==> config.mk <==
export PLATFORM = sky130hd
export DESIGN_NAME = score_bcd_counter
export DESIGN_NICKNAME = d
export VERILOG_FILES = /design/src/rtl/score_bcd_counter.sv
export SDC_FILE = /design/constraint.sdc
export NUM_CORES = 1
export LEC_CHECK = 0
export BUFFER_PORTS_ARGS = -buffer_cell sky130_fd_sc_hd__buf_2
export CORE_MARGIN = 1.5
export CORE_UTILIZATION = 30
export CTS_BUF_LIST = sky130_fd_sc_hd__clkbuf_8
export CTS_CLUSTER_DIAMETER = 60
export DETAILED_ROUTE_END_ITERATION = 12
export GPL_ROUTABILITY_DRIVEN = 0
export GPL_TIMING_DRIVEN = 0
export HOLD_SLACK_MARGIN = 0.03
export PLACE_DENSITY = 0.55
export SETUP_SLACK_MARGIN = 0.02
export SLEW_MARGIN = 40
export SYNTH_ARGS = -nofsm -noshare
export SYNTH_HDL_FRONTEND = slang
export SYNTH_SLANG_ARGS = --single-unit
==> constraint.sdc <==
create_clock -name clk -period 7.6 [get_ports clk]
set_input_delay 1.14 -clock clk [delete_from_list [all_inputs] [get_ports clk]]
set_output_delay 1.14 -clock clk [all_outputs]
set_load 0.02 [all_outputs]
==> src/rtl/score_bcd_counter.sv <==
// ============================================================================
// score_bcd_counter : vsync-paced 3-digit BCD score and high score, bus controlled
// Revision 1.0
// ============================================================================
`default_nettype none

module score_bcd_counter #(
   parameter logic [7:0] RATE_DEFAULT = 8'd6,
   parameter logic       SATURATE     = 1'b1
) (
   input  logic        clk,
   input  logic        reset,
   input  logic        chipselect,
   input  logic        write,
   input  logic [2:0]  address,
   input  logic [31:0] writedata,
   output logic [31:0] readdata,
   input  logic        vsync_n,
   output logic [3:0]  score_d2,
   output logic [3:0]  score_d1,
   output logic [3:0]  score_d0,
   output logic [3:0]  hi_d2,
   output logic [3:0]  hi_d1,
   output logic [3:0]  hi_d0,
   output logic        frame_tick,
   output logic        wrap_flag
);

   localparam logic [2:0] ADDR_CTRL  = 3'd0;
   localparam logic [2:0] ADDR_RATE  = 3'd1;
   localparam logic [2:0] ADDR_HICLR = 3'd2;
   localparam logic [2:0] ADDR_STAT  = 3'd3;

   logic       run;
   logic [7:0] rate;
   logic [7:0] frame_cnt;
   logic       vs_q;

   logic       wr_en, ctrl_wr, rate_wr, hi_clr, clear, clr_wrap;
   logic       tick, advance, at_max, wrap_now, score_gt_hi;
   logic [7:0] rate_lim;
   logic [3:0] nxt_d2, nxt_d1, nxt_d0;
   logic       unused_wdata;

   assign wr_en    = chipselect & write;
   assign ctrl_wr  = wr_en && (address == ADDR_CTRL);
   assign rate_wr  = wr_en && (address == ADDR_RATE);
   assign hi_clr   = wr_en && (address == ADDR_HICLR);
   assign clear    = ctrl_wr & writedata[1];
   assign clr_wrap = ctrl_wr & writedata[2];
   assign unused_wdata = ^writedata[31:8];

   assign tick     = vs_q & ~vsync_n;
   // A stored rate of 0 behaves as 1 frame per point.
   assign rate_lim = (rate == 8'd0) ? 8'd0 : rate - 8'd1;
   assign advance  = tick & run & (frame_cnt >= rate_lim);
   assign at_max   = (score_d2 == 4'd9) && (score_d1 == 4'd9) && (score_d0 == 4'd9);
   assign wrap_now = advance & ~clear & at_max & ~SATURATE;
   // Packed BCD compares numerically when read MSD first.
   assign score_gt_hi = {score_d2, score_d1, score_d0} > {hi_d2, hi_d1, hi_d0};

   always_comb begin
      nxt_d2 = score_d2;
      nxt_d1 = score_d1;
      nxt_d0 = score_d0;
      if (at_max) begin
         if (!SATURATE) begin
            nxt_d2 = 4'd0;
            nxt_d1 = 4'd0;
            nxt_d0 = 4'd0;
         end
      end else if (score_d0 == 4'd9) begin
         nxt_d0 = 4'd0;
         if (score_d1 == 4'd9) begin
            nxt_d1 = 4'd0;
            nxt_d2 = score_d2 + 4'd1;
         end else begin
            nxt_d1 = score_d1 + 4'd1;
         end
      end else begin
         nxt_d0 = score_d0 + 4'd1;
      end
   end

   always_ff @(posedge clk or posedge reset) begin
      if (reset) begin
         run  <= 1'b0;
         rate <= RATE_DEFAULT;
      end else begin
         if (ctrl_wr) run  <= writedata[0];
         if (rate_wr) rate <= writedata[7:0];
      end
   end

   always_ff @(posedge clk or posedge reset) begin
      if (reset) begin
         vs_q       <= 1'b1;
         frame_tick <= 1'b0;
      end else begin
         vs_q       <= vsync_n;
         frame_tick <= tick;
      end
   end

   always_ff @(posedge clk or posedge reset) begin
      if (reset) begin
         frame_cnt <= 8'd0;
         score_d2  <= 4'd0;
         score_d1  <= 4'd0;
         score_d0  <= 4'd0;
      end else if (clear) begin
         frame_cnt <= 8'd0;
         score_d2  <= 4'd0;
         score_d1  <= 4'd0;
         score_d0  <= 4'd0;
      end else if (tick && run) begin
         if (advance) begin
            frame_cnt <= 8'd0;
            score_d2  <= nxt_d2;
            score_d1  <= nxt_d1;
            score_d0  <= nxt_d0;
         end else begin
            frame_cnt <= frame_cnt + 8'd1;
         end
      end
   end

   // Uses the pre-clear score, so a clear never loses a pending high-score update.
   always_ff @(posedge clk or posedge reset) begin
      if (reset) begin
         hi_d2 <= 4'd0;
         hi_d1 <= 4'd0;
         hi_d0 <= 4'd0;
      end else if (hi_clr) begin
         hi_d2 <= 4'd0;
         hi_d1 <= 4'd0;
         hi_d0 <= 4'd0;
      end else if (score_gt_hi) begin
         hi_d2 <= score_d2;
         hi_d1 <= score_d1;
         hi_d0 <= score_d0;
      end
   end

   always_ff @(posedge clk or posedge reset) begin
      if (reset)         wrap_flag <= 1'b0;
      else if (wrap_now) wrap_flag <= 1'b1;
      else if (clr_wrap) wrap_flag <= 1'b0;
   end

   always_comb begin
      readdata = 32'd0;
      case (address)
         ADDR_CTRL: readdata = {31'd0, run};
         ADDR_RATE: readdata = {24'd0, rate};
         ADDR_STAT: readdata = {8'd0, hi_d2, hi_d1, hi_d0, score_d2, score_d1, score_d0};
         default:   readdata = 32'd0;
      endcase
   end

endmodule

`default_nettype wire

# [Word level (Yosys, flattened, before mapping)]
# Cells that the tools add are included.
[totals] regBits=43 inputBits=40 output_inout_bits=58 wordCells=75
[op_classes] addsub=5 n_lt_le_gt_ge=2 eq_ne=7 mux=28 n_bitwise=6 n_reduce_logical=16
[op_table] operator="4-bit two-way mux" n=23
[op_table] operator="24-bit case mux with 3 select lines" n=1
[op_table] operator="8-bit two-way mux" n=4
[op_table] operator="4-bit by 1-bit adder with 4-bit output, second input constant" n=3
[op_table] operator="4-bit equality test, second input constant" n=3
[op_table] operator="12-bit greater-than comparator" n=1
[op_table] operator="2-bit nonzero test" n=5
[op_table] operator="8-bit by 1-bit adder with 8-bit output, second input constant" n=1
[op_table] operator="8-bit greater-or-equal comparator" n=1
[op_table] operator="8-bit logical NOT" n=1
[op_table] operator="8-bit by 1-bit subtractor with 8-bit output, second input constant" n=1
[op_table] operator="3-bit by 2-bit equality test with 1-bit output, second input constant" n=2
[op_table] operator="1-bit logical AND" n=6
[op_table] operator="1-bit bitwise AND" n=5
[op_table] operator="5-bit AND reduction" n=1
[op_table] operator="4-bit AND reduction" n=1
[op_table] operator="3-bit by 1-bit equality test with 1-bit output, second input constant" n=1
[op_table] operator="3-bit logical NOT" n=1
[op_table] operator="3-bit AND reduction" n=1
[op_table] operator="2-bit != test, second input constant" n=1
[op_table] operator="1-bit NOT" n=1

# [Logic depth before layout (Yosys ltp)]
[depth] depth_word=7 ltp_mapped=14 ltp_nobuf=12

# [Least setup slack after synthesis]
# OpenSTA, ideal clock, no wires.
[synth_timing] kind="input-to-output" startpoint="in address[2]" endpoint="out readdata[13]" arrival_time_ps=1972 t_required_ps=6460 slack_ps=4488 cell_stages=3 path_buffers=1 path_cell_list="nand2b_1 -> clkbuf_1 -> nor3_1"
[synth_between] elab_chain_cells=2 elab_cells_between_ends=4 cone_classes="eq/ne: 2; mux: 1; reduce/logical: 1"
[synth_lines] item="start, declared" line="15" source="input logic [2:0] address,"
[synth_lines] item="3-bit by 2-bit equality test with 1-bit output (tied with other cells)" line="153" source="case (address)"
[synth_lines] item="24-bit case mux with 3 select lines (*)" line="153"
[synth_lines] item="end, declared" line="17" source="output logic [31:0] readdata,"
# Mark *: on every way between the ends. The rest lies on a longest branch, timed or not.

# [Final worst setup path]
[layout_timing] startpoint="reg rate[0]" endpoint="reg frame_cnt[3]"
[layout_between] elab_chain_cells=7 elab_cells_between_ends=8 cone_classes="add/sub: 1; order compare: 1; mux: 4; bitwise: 1; reduce/logical: 1"
[layout_lines] item="start, declared" line="35" source="logic [7:0] rate;"
[layout_lines] item="start signal, assigned" line="91" source="if (rate_wr) rate <= writedata[7:0];"
[layout_lines] item="8-bit by 1-bit subtractor with 8-bit output / 8-bit logical NOT (equally long branches)" line="55" source="assign rate_lim = (rate == 8'd0) ? 8'd0 : rate - 8'd1;"
[layout_lines] item="8-bit two-way mux (*)" line="55"
[layout_lines] item="8-bit greater-or-equal comparator (*)" line="56" source="assign advance = tick & run & (frame_cnt >= rate_lim);"
[layout_lines] item="1-bit bitwise AND (*)" line="56"
[layout_lines] item="8-bit two-way mux (*)" line="117" source="if (advance) begin"
[layout_lines] item="8-bit two-way mux (*)" line="116" source="end else if (tick && run) begin"
[layout_lines] item="8-bit two-way mux (*)" line="111" source="end else if (clear) begin"
[layout_lines] item="end signal, assigned" line="123" source="frame_cnt <= frame_cnt + 8'd1;"
[layout_lines] item="end, declared" line="36" source="logic [7:0] frame_cnt;"
# Mark *: on every way between the ends. The rest lies on a longest branch, timed or not. The select of a mux whose other input is x is not followed.
# A chain may end at the register's enable or synchronous reset.

==> qor_table.md <==
| Parameter | Reported |
|---|---|
| Final ANT Viol Nets | 0 |
| Buffer cell driving the clock tree root | clkbuf_8 |
| Signal arrival time at the worst endpoint | 3.85 ns |
| Largest area contributor in the synthesized netlist | dfrtp_1 |
| Clock transition at the registers of the reported paths | 0.09 ns |
| Net switching power | 365 uW |
| Diode count | 0 |
| Via count normalized by instance count | 4.94 |
| Setup repair after global routing missed its margin | no |
| Worst slew pin tran | 0.694 ns |
| Cell at the slowest stage of the critical path | a21oi_2 |
| Share of total power in sequential cells | 0.361 |
| Largest incremental delay on the critical path | 0.44 ns |
| Netlist cell types | 46 |
| Number of antenna violations at the first check in global routing | 0 |
| Number of design rule violations left after detail routing | 0 |
| Worst max-slew margin expressed relative to the limit | 0.535 |
| Power density relative to cell area | 236 mW/mm2 |
| Number of warnings issued by yosys | 0 |
| Final hold violations | 0 |
| Congestion Overflow GR | 0 |
| WL final | 8520 um |
| Final Max Slew Viols | 0 |
| Maximum clock path buffer count | 2 |
| Largest net degree at the start of global routing | 29 |
| Routed via count | 2815 |
| CTS tree | yes |
| Max Clock Freq | 0.275 GHz |
| Number of setup buffers added after CTS | 0 |
| Combinational share of power | 0.464 |
| Primary flip-flop cell chosen by synthesis mapping | dfrtp_1 |
| Sw frac | 0.417 |
| Final routed wire length divided by cell count | 14.9 um |
| Max-capacitance violation count | 0 |
| Element type at the critical path end | register |
| Reported leakage power | 0.00180 uW |
| Setup-violating endpoint count in the final report | 0 |
| Area Growth Syn to Fin | 20.5% |
| Number of synthesized register bits | 43 |
| Worst Setup Slack, final | 3.96 ns |
| Internal power component | 510 uW |
| Shortest clock period the worst path allows after layout | 3.64 ns |
| Startpoint-to-endpoint class of the critical path | register to register |
| Vias in the first global route | 2799 |
| Area of the die | 0.0109 mm2 |
| Setup skew after layout | 0.0143 ns |
| Cell types with the highest counts after synthesis | nand2_1, dfrtp_1, ha_1 |
| Wire length of the first global-routing pass | 14200 um |
| First DRT Iteration DRCs | 142 |
| Util after Layout | 0.376 |
| First-pass detailed-route iteration total | 4 |
| Number of ports placed on the die boundary | 98 |
| Number of gates resized after cts | 0 |
| Number of port buffers | 64 |
| TritonCTS Sinks | 43 |
| Cts-stage hold buffer count | 0 |
| Highest fanout seen on the critical path | 10 |
| Cell with the most instances after synthesis | nand2_1 |
| Clk pwr share | 0.175 |
| Class of the tightest hold or removal check | register to register |
| Starting density of the core | 0.312 |
| Die Ht | 104 um |
| Width of the die | 104 um |
| Count of flip-flops with a built-in enable after synthesis | 0 |
| Pre-CTS WS | 4.03 ns |
| Detailed placement HPWL | 6450 um |
| Maximum level of the CTS H-tree | 2 |
| Post-synthesis instance total | 356 |
| Critical path required time | 7.81 ns |
| Core region area | 0.00986 mm2 |
| Top delay family on crit path | compound AO/OA/AOI/OAI gates |
| Global-route usage over all layers | 0.162 |
| Synth top area share | 0.325 |
| Worst path bufs/invs | 3 |
| Final period util | 0.479 |
| CP cell instances | inv_1 > ha_1 > nor2b_1 > nand3b_1 > or3_1 > o21ai_0 > ha_1 > a211oi_1 > o21ai_0 > a21oi_2 > buf_2 > buf_4 > a21oi_1 > o22ai_1 |
| Placement Rows | 36 |
| Post-Synthesis Cell Area | 0.00308 mm2 |
| Summed negative setup slack over all endpoints | 0 ns |
| Number of buffers created by CTS | 5 |
| Layout cell share with drive strength beyond 1 | 0.236 |
| Result of the run | finished clean |
| Portion of the post-synthesis area used by sequential elements | 0.351 |
| Worst supply voltage drop on vdd | 0.154 mV |
| Worst-Skew Late Latency | 0.30 ns |
| Crit path launch type | register |
| Synth async-reset ratio | 1.00 |
| Avg Synthesized Cell Area | 8.65 um2 |
| Layout fillers | 1044 |
| Cell types occupying the most area after synthesis | dfrtp_1, ha_1, mux2i_1 |
| Total number of nets in the final design | 504 |
area by class of cell:
cell class              instances  area (um2)  share of cell area
plain buffers                  22         128              0.0344
well taps                     133         166              0.0449
repair buffers                 65         340              0.0917
flip-flops and latches         43        1080               0.291
clock inverters                 2        8.76             0.00236
clock buffers                   6        82.6              0.0223
inverters                      21        81.3              0.0219
multi-input cells             278        1820               0.491
metal layers:
| layer | wire length [um] | share of wire | up-vias | GRT usage |
|---|---|---|---|---|
| li1 | - | - | 1394 | - |
| met1 | 3920 | 0.46 | 1358 | 0.208 |
| met2 | 4200 | 0.49 | 57 | 0.283 |
| met3 | 299 | 0.035 | 6 | 0.0251 |
| met4 | 97 | 0.011 | 0 | 0.0417 |
| met5 | 0 | 0 | - | 0 |
cell usage in the layout, fill, tap and decap left out, types with 3 or more instances in the layout:
cell       n
nand3b_1   3
nor2_1    18
nand2_1   52
clkbuf_1   6
dfrtp_1   40
inv_1     21
mux2_2     7
a21oi_1   23
nor2b_1    5
a31oi_1    3
buf_4     11
dfstp_2    3
and2_1     9
o31ai_1    4
o22ai_1    3
clkbuf_8   6
nand4_1    7
buf_2     67
nand3_1    5
or4_1      6
o21ai_0   16
or3_1      9
nand2b_1   3
conb_1     9
nor3_1    19
ha_1      28
mux2i_1   22
nor3b_1    3
power by group through the flow:
| stage | registers [uW] | clock network, uW | logic, uW |
|---|---|---|---|
| 6_report | 316 | 153 | 405 |
| 4_1_cts | 315 | 161 | 409 |
| 2_1_floorplan | 319 | 0 | 297 |
| 5_1_grt | 322 | 169 | 451 |
| 3_3_place_gp | 319 | 0 | 400 |
| 3_5_place_dp | 320 | 0 | 406 |
cell families after synthesis:
| logic type | after synthesis | synth area share |
|---|---|---|
| xor gates and xnor gates | 3 | 0.00853 |
| and+or+nand+nor | 151 | 0.253 |
| adders and majority gates | 28 | 0.114 |
| buffers and inverters | 43 | 0.0670 |
| AOI/OAI and AO/OA | 58 | 0.109 |
| muxes | 29 | 0.0971 |
| other | 1 | 0.00122 |
| DFF | 43 | 0.351 |
metrics by stage:
step	power (uW)	hold WS (ns)	area (um2)	instances
after floorplan	616	0.494	3110	364
after global placement	719	0.526	3600	561
after detailed placement	727	0.537	3620	562
after CTS	885	0.550	3710	570
after global routing	942	0.564	3710	570
final	874	0.550	3710	570
path summary, 6_finish.rpt:
path | depth (start not counted) | endpoint | start | slack (ns)
worst max-delay path | 14 | frame_cnt[3]$_DFFE_PP0P_ | rate[0]$_DFFE_PP0P_ | 3.96
worst min-delay path | 2 | hi_d1[3]$_DFFE_PP0P_ | hi_d1[3]$_DFFE_PP0P_ | 0.55
worst max register to register | 14 | frame_cnt[3]$_DFFE_PP0P_ | rate[0]$_DFFE_PP0P_ | 3.96
worst min register to register | 2 | hi_d1[3]$_DFFE_PP0P_ | hi_d1[3]$_DFFE_PP0P_ | 0.55
max in group asynchronous | 3 | rate[1]$_DFFE_PP1P_ | reset | 6.34
min in group asynchronous | 2 | frame_cnt[2]$_DFFE_PP0P_ | reset | 0.77
sequential cells by signal, summed over array words and instances, names as in the netlist, 4 cells and up:
signal and flops:
score_d0 4, rate 8, frame_cnt 8, score_d2 4
score_d1 4, hi_d2 4, hi_d1 4, hi_d0 4
worst register-to-register path, cell delays in order, from the launching register on:
cell and delay [ns]:
dfrtp_1 0.41, inv_1 0.09, ha_1 0.16, nor2b_1 0.25, nand3b_1 0.16, or3_1 0.42, o21ai_0 0.13, ha_1 0.28
a211oi_1 0.21, o21ai_0 0.17, a21oi_2 0.44, buf_2 0.33, buf_4 0.22, a21oi_1 0.08, o22ai_1 0.19
(Power assumes the default switching activity.)
